--- config.mk ---
export PLATFORM = sky130hd
export DESIGN_NAME = shift_arbiter
export DESIGN_NICKNAME = d
export VERILOG_FILES = /design/src/rtl/shift_pkg.sv /design/src/rtl/shift_core.sv /design/src/rtl/shift_arbiter.sv
export SDC_FILE = /design/constraint.sdc
export NUM_CORES = 1
export LEC_CHECK = 0
export BUFFER_PORTS_ARGS = -buffer_cell sky130_fd_sc_hd__buf_2
export CAP_MARGIN = 10
export CORE_MARGIN = 10
export CORE_UTILIZATION = 54
export CTS_CLUSTER_SIZE = 20
export DETAILED_ROUTE_END_ITERATION = 6
export HOLD_SLACK_MARGIN = 0.08
export PLACE_DENSITY_LB_ADDON = 0.08
export SLEW_MARGIN = 10
export SYNTH_ARGS = -nofsm -noshare
export SYNTH_HDL_FRONTEND = slang
export SYNTH_SLANG_ARGS = --single-unit
export TNS_END_PERCENT = 1
--- constraint.sdc ---
create_clock -name clk -period 7 [get_ports clk]
set_input_delay 0.7 -clock clk [delete_from_list [all_inputs] [get_ports clk]]
set_output_delay 0.7 -clock clk [all_outputs]
set_load 0.005 [all_outputs]
--- src/rtl/shift_pkg.sv ---
`default_nettype none
// ============================================================================
// Module  : shift_pkg
// Brief   : Shared widths and op-code encodings for the shift arbiter slice.
// Revision: 1.0 - initial release
// ============================================================================
package shift_pkg;

  localparam int DATA_W = 8;
  localparam int AMT_W  = 3;

  localparam logic [2:0] OP_LSL = 3'b000;
  localparam logic [2:0] OP_LSR = 3'b001;
  localparam logic [2:0] OP_ASR = 3'b010;
  localparam logic [2:0] OP_ROR = 3'b011;
  localparam logic [2:0] OP_ROL = 3'b100;

endpackage
`default_nettype wire

--- src/rtl/shift_core.sv ---
`default_nettype none
// ============================================================================
// Module  : shift_core
// Brief   : Combinational 8-bit barrel shifter (LSL/LSR/ASR/ROR/ROL/pass).
// Revision: 1.0 - initial release
// ============================================================================
module shift_core
  import shift_pkg::*;
(
  input  logic [DATA_W-1:0] data,
  input  logic [AMT_W-1:0]  amt,
  input  logic [2:0]        op,
  output logic [DATA_W-1:0] result
);

  logic [2*DATA_W-1:0] w_dd;
  logic [2*DATA_W-1:0] w_ror;
  logic [2*DATA_W-1:0] w_rol;
  logic [DATA_W-1:0]   w_asr;

  // Rotates fall out of shifting the operand concatenated with itself.
  assign w_dd  = {data, data};
  assign w_ror = w_dd >> amt;
  assign w_rol = w_dd << amt;
  assign w_asr = $unsigned($signed(data) >>> amt);

  always_comb begin
    result = data;
    case (op)
      OP_LSL:  result = data << amt;
      OP_LSR:  result = data >> amt;
      OP_ASR:  result = w_asr;
      OP_ROR:  result = w_ror[DATA_W-1:0];
      OP_ROL:  result = w_rol[2*DATA_W-1:DATA_W];
      default: result = data;
    endcase
  end

endmodule
`default_nettype wire

--- src/rtl/shift_arbiter.sv ---
`default_nettype none
// ============================================================================
// Module  : shift_arbiter
// Brief   : Round-robin sharing of one barrel shifter among NREQ requesters,
//           with a registered, source-tagged valid/ready output.
// Revision: 1.0 - initial release
// ============================================================================
module shift_arbiter
  import shift_pkg::*;
#(
  parameter int NREQ = 4,
  parameter int IDW  = $clog2(NREQ),
  parameter int CNTW = 16
) (
  input  logic                   clk,
  input  logic                   rst_n,
  input  logic [NREQ-1:0]        req_valid,
  output logic [NREQ-1:0]        req_ready,
  input  logic [DATA_W*NREQ-1:0] req_data,
  input  logic [AMT_W*NREQ-1:0]  req_amt,
  input  logic [3*NREQ-1:0]      req_type,
  output logic                   out_valid,
  input  logic                   out_ready,
  output logic [DATA_W-1:0]      out_data,
  output logic [IDW-1:0]         out_src,
  output logic [CNTW-1:0]        done_cnt
);

  logic [IDW-1:0]    r_ptr;
  logic              r_out_valid;
  logic [DATA_W-1:0] r_out_data;
  logic [IDW-1:0]    r_out_src;
  logic [CNTW-1:0]   r_done_cnt;

  logic [IDW-1:0]    w_gnt_idx;
  logic              w_gnt_any;
  logic              w_accept;
  logic              w_xfer;
  logic [IDW-1:0]    w_ptr_nxt;
  logic [DATA_W-1:0] w_op_data;
  logic [AMT_W-1:0]  w_op_amt;
  logic [2:0]        w_op_type;
  logic [DATA_W-1:0] w_result;

  // First valid requester at or after the pointer, wrapping at NREQ.
  always_comb begin
    w_gnt_any = 1'b0;
    w_gnt_idx = '0;
    for (int k = 0; k < NREQ; k++) begin
      if (!w_gnt_any && req_valid[(int'(r_ptr) + k) % NREQ]) begin
        w_gnt_any = 1'b1;
        w_gnt_idx = IDW'((int'(r_ptr) + k) % NREQ);
      end
    end
  end

  // Gating with rst_n keeps every ready low while reset is held.
  assign w_accept  = rst_n && (!r_out_valid || out_ready);
  assign w_xfer    = w_accept && w_gnt_any;
  assign w_ptr_nxt = (int'(w_gnt_idx) == NREQ - 1) ? '0 : w_gnt_idx + 1'b1;

  always_comb begin
    req_ready = '0;
    if (w_xfer) req_ready[w_gnt_idx] = 1'b1;
  end

  assign w_op_data = req_data[DATA_W*w_gnt_idx +: DATA_W];
  assign w_op_amt  = req_amt[AMT_W*w_gnt_idx +: AMT_W];
  assign w_op_type = req_type[3*w_gnt_idx +: 3];

  shift_core u_core (
    .data   (w_op_data),
    .amt    (w_op_amt),
    .op     (w_op_type),
    .result (w_result)
  );

  always_ff @(posedge clk or negedge rst_n) begin
    if (!rst_n) begin
      r_ptr       <= '0;
      r_out_valid <= 1'b0;
      r_out_data  <= '0;
      r_out_src   <= '0;
      r_done_cnt  <= '0;
    end else begin
      if (w_xfer) begin
        r_out_valid <= 1'b1;
        r_out_data  <= w_result;
        r_out_src   <= w_gnt_idx;
        r_ptr       <= w_ptr_nxt;
      end else if (out_ready) begin
        r_out_valid <= 1'b0;
      end
      if (r_out_valid && out_ready) r_done_cnt <= r_done_cnt + 1'b1;
    end
  end

  assign out_valid = r_out_valid;
  assign out_data  = r_out_data;
  assign out_src   = r_out_src;
  assign done_cnt  = r_done_cnt;

endmodule
`default_nettype wire
After elaboration in Yosys (flattened, before gate mapping)
Cells that the tools add are included.

Add/subtract/negate cells: 5. $mul: 1. Divide/modulo/power cells: 0. Magnitude comparators: 6. Equal/unequal tests: 5. Shift operators: 8. Mux-type cells: 26. Bitwise gates (word level): 3. Reductions and logical operators: 17.

Operators by type and width (number): $pmux 8 s5 (1); $shiftx 32x6->8 (1); $shiftx 12x5->3 (2); $add 16x1->16 const B (1); $shl 16x3->16 (1); $shr 16x3->8 (1); $mux 1 (14); $lt 3x4->1 const B (3); $mux 2 (5); $bmux 1 s2 (4); $shl 8x3->8 (1); $shr 8x3->8 (1); $sshr 8x3->8 (1); $logic_and 1x1->1 (7); $eq 3x2->1 const B (2); $lt 2x3->1 const B (2); $reduce_or 2->1 (3); $add 2x1->2 const B (2); $add 2x2->2 const B (2); $logic_not 1->1 (4); $mul 2x2->4 const A (1); $mux 4 (1); $and 1x1->1 const A (3); $eq 3x1->1 const B (1); 7 further kinds (7).

Bits in registers: 29. Bits in latches: 0. Memory bits (writable): 0. Bits in read-only memories: 0. Bits of input ports: 63. Output and inout bits: 31. Memories kept: 0.

Logic depth before layout (Yosys ltp)
Depth after elaboration: 19. Gate-level depth with buffers: 14. Gate-level depth less buffers: 11.

By module
From an unflattened synthesis, not the netlist that was laid out.

Cell total of the unflattened synthesis: 307. Area total of the unflattened synthesis: 2827.7 um2.

Modules (own cells, without submodules): shift_arbiter (instances 1, cells each 158, area each 1773.0 um2, seq. area each 725.7 um2); shift_core (instances 1, cells each 149, area each 1054.8 um2, seq. area each 0.0 um2).

Least setup slack after synthesis
Ideal clock, no wire load.

Kind: input-to-reg. Start: input port req_valid[1]. End: register r_out_data[2], in the netlist out_data[2]. Setup time: 0.121 ns. Arrival time: 2.820 ns. Setup slack: 4.059 ns. Stages on the path: 11. Buffers on the path: 2. Path through: nand2b_1 > o211a_4 > nor2_8 > buf_12 > mux2i_1 > mux2_2 > buf_2 > mux2i_1 > o21ai_0 > a32oi_1 > nand2_1.

Word-level cells in the longest chain between the ends: 16. Elaborated cells on any way between the ends: 41. Classes of those cells: mul (1); eq/ne (4); shift (8); mux (20); reduce/logical (8).

Ends and longest elaborated chain: from (decl) (line shift_arbiter.sv:17) `input logic [NREQ-1:0] req_valid,`; $bmux 1 s2 (line shift_arbiter.sv:50) `if (!w_gnt_any && req_valid[(int'(r_ptr) + k) % NREQ]) begin`; $mux 1 (implied by the code) (line shift_arbiter.sv:50); $mux 1 (line shift_arbiter.sv:50); $logic_not 1->1 (line shift_arbiter.sv:50); $logic_and 1x1->1 (line shift_arbiter.sv:50); $mux 1 (line shift_arbiter.sv:50); $logic_not 1->1 (line shift_arbiter.sv:50); $logic_and 1x1->1 (line shift_arbiter.sv:50); $mux 1 (line shift_arbiter.sv:50); $logic_not 1->1 (line shift_arbiter.sv:50); $logic_and 1x1->1 (line shift_arbiter.sv:50); $mux 2 (line shift_arbiter.sv:50); $mul 2x2->4 (line shift_arbiter.sv:68, shift_arbiter.sv:69); $shiftx 12x5->3, on equally long branches (line shift_arbiter.sv:68, shift_arbiter.sv:69); $shl 16x3->16, or another cell as far along (line shift_core.sv:24) `assign w_rol = w_dd << amt;`; $pmux 8 s5 (line shift_core.sv:29) `case (op)`; to (signal assigned) (line shift_arbiter.sv:88) `r_out_data <= w_result;`; to (decl) (line shift_arbiter.sv:31) `logic [DATA_W-1:0] r_out_data;`.

Parallel ways exist; a longest one is shown, timed or not. The select of a mux whose other input is x is not followed. A chain may end at the register's enable or synchronous reset.

Worst setup path after layout
Start: input port req_valid[1]. End: register r_out_data[7], in the netlist out_data[7].

The elaborated chain is that of the path after synthesis.

==> impl_metrics.tcl <==
set metrics [dict create \
    critPathMaxStageDelay_ns 0.72 \
    cts_resized 0 \
    drt_pass1_iterations 5 \
    power_density_nw_per_um2 352 \
    synth_cell_types 60 \
    grt_pass1_wl_um 13200 \
    min_period_over_period_pct 52.5 \
    area_growth_pct 17.7 \
    grt_max_degree 31 \
    setup_viol 0 \
    die_h_um 92.6 \
    slew_viol_final 0 \
    finClkSkew_ns 0.0118 \
    vias_per_cell 5.89 \
    synth_edf_count 0 \
    start_util_pct 55.8 \
    clockBufferDepth 2 \
    wl_met1_um 3630 \
    ctsRootBufferMaster "clkbuf_8" \
    power.switching_mw 0.547 \
    grt_usage_pct 18.6 \
    cts_made_buffers 5 \
    path_depth 12 \
    worst-path-buf-inv 2 \
    n_fill_cell 441 \
    tightest_slew_ns 0.888 \
    p_leak_nw 1.63 \
    via_count 2739 \
    drc_errors 0 \
    io_buffers 93 \
    crit_path_end_kind "flop" \
    seq_power_share_pct 21.5 \
    antenna_left 0 \
    clk_latency_ns 0.28 \
    num_rows 26 \
    slew_headroom_pct 40.8 \
    worstSetupPathType "input pin to flop" \
    antenna_found_initial 0 \
    cts_tree "built" \
    overflow 0 \
    setup_slack_ns 3.32 \
    synth_area_leader_cell "dfrtp_1" \
    clk_pin_slew_worst_paths_ns 0.08 \
    diodes 0 \
    ys_top_cells_by_area "dfrtp_1 (25%), mux2i_1 (16%), mux2_2 (5.5%)" \
    status "completed" \
    syn_nets 377 \
    first_global_vias 2631 \
    required_ns 7.22 \
    synth_area_sq_um 2850 \
    h-tree-depth 2 \
    max_cap_viol_count 0 \
    arrival_ns 3.89 \
    initialDrtViolationCount 179 \
    hold_path.class "input pin to async pin" \
    syn_area_per_cell_sq_um 9.22 \
    ys.flop_type "dfrtp_1" \
    crit_path_start_kind "input pin" \
    dr_wl_met3_um 773 \
    async_flop_share_pct 100 \
    cts.sinks 29 \
    pin_count 94 \
    p_int_mw 0.632 \
    r2r_cells 11 \
    vdd_drop_max_uv 170 \
    post_cts_buffers 0 \
    combinationalPowerShare_pct 62.7 \
    dieWidth_um 92.6 \
    drive_above_1_share_pct 34.2 \
    synthCells 309 \
    wirelength_um 8390 \
    die-area_sq_um 8580 \
    synth_top_cell_area_share_pct 25.5 \
    max_freq_mhz 272 \
    post-route-util_pct 65.6 \
    ys_ff_latch 29 \
    ys_seq_area_share_pct 25.5 \
    ctsHoldBuffers 0 \
    post-dp-hpwl_um 6570 \
    cp_top_family "simple AND/OR/NAND/NOR gates" \
    fin_nets 462 \
    place_ws_ns 3.04 \
    path_cells "buf_2 > nand2b_1 > o211a_4 > nor2_8 > inv_2 > a211oi_2 > or2_1 > mux2i_1 > nand3_1 > o21a_1 > o311ai_1 > o221a_1" \
    met2WireLength_um 3910 \
    gp_congestion 0.948 \
    grt_setup_unrepaired "false" \
    hold_viol 0 \
    tns_ns 0 \
    period_minus_slack_ns 3.68 \
    swShare_pct 46.4 \
    yosysWarnings 0 \
    clockPowerShare_pct 15.8 \
    wl_per_cell_um 18.0 \
    worst-path-max-fanout 26 \
    core-area_sq_um 5110 \
    crit_slowest_cell "or2_1" \
    top_layer "met4" \
]
## per-stage QoR
step / cells / hold WS [ns] / area, sq um / power [mW]
after global routing: 465 / 0.486 / 3350 / 1.27
after global placement: 457 / 0.456 / 3230 / 0.976
after detailed placement: 457 / 0.462 / 3230 / 0.984
after floorplan: 309 / 0.404 / 2850 / 0.840
after CTS: 465 / 0.473 / 3350 / 1.17
final: 465 / 0.449 / 3350 / 1.18
## kinds of logic after synthesis
kind of cell	count (synthesis)	synth area share [%]
simple gates	99	18.2
mux	62	23.5
buf+inv	20	6.77
fa+ha+maj	5	2.20
flops	29	25.5
xor+xnor	15	4.61
compound gates	79	19.3
## Yosys cell counts, types with 4 or more instances
library cell and count:
buf_6 7, xnor2_1 10, a31oi_1 4, a21oi_1 16, nand3_1 16, ha_1 5
mux2i_1 45, nand2_1 32, dfrtp_1 29, o21ai_0 13, nor2_1 16, and2_1 6
nor3_1 5, and3_1 6, mux2_2 14, o21ai_1 10, nand2b_1 5, xor2_1 5
## flip-flops by register name, summed over array words and instances (netlist names)
| register | cells |
|---|---|
| done_cnt | 16 |
| r_ptr | 2 |
| out_src | 2 |
| out_data | 8 |
| out_valid | 1 |
## power groups by stage
stage / sequential, mW / combinational, mW / clock [mW]
floorplan: 0.254 / 0.586 / 0
global placement: 0.255 / 0.721 / 0
detailed placement: 0.256 / 0.728 / 0
CTS: 0.254 / 0.730 / 0.190
global route: 0.261 / 0.810 / 0.194
finish: 0.253 / 0.739 / 0.186
## final cells by class
type | count | area, sq um | share of cell area (%)
tap | 70 | 87.6 | 2.61
clock inverter | 2 | 37.5 | 1.12
inverter | 4 | 15.0 | 0.448
sequential | 29 | 726 | 21.7
timing repair buffer | 94 | 473 | 14.1
multi-input combinational | 260 | 1930 | 57.6
clock buffer | 6 | 82.6 | 2.46
## cell usage in the layout (no fill, tap or decap), drive strengths merged, types with 6 or more instances in the layout
cell type  Yosys  routed
buf           11      94
mux2i         47      47
nand2         32      32
dfrtp         29      29
o21ai         24      24
nor2          17      17
a21oi         17      17
nand3         16      16
mux2          15      15
xnor2         10      10
and2           8       8
nor3           7       7
and3           6       6
clkbuf         5       6
## worst paths after layout
kind                                          start                       end  slack (ns)
hold reg to reg            done_cnt[15]$_DFFE_PN0P_  done_cnt[15]$_DFFE_PN0P_        0.47
max in group asynchronous                     rst_n   done_cnt[8]$_DFFE_PN0P_        6.10
min in group clk           done_cnt[15]$_DFFE_PN0P_  done_cnt[15]$_DFFE_PN0P_        0.47
setup reg to reg               r_ptr[1]$_DFFE_PN0P_   out_data[7]$_DFFE_PN0P_        3.39
setup / recovery                       req_valid[1]   out_data[7]$_DFFE_PN0P_        3.32
hold / removal                                rst_n  done_cnt[15]$_DFFE_PN0P_        0.45
## layer usage
layer / track usage [%] / up-vias
met5: 0 / -
met1: 23.9 / 1285
met2: 30.8 / 132
li1: - / 1312
met4: 3.47 / 0
met3: 4.84 / 10
(Power assumes the default switching activity.)
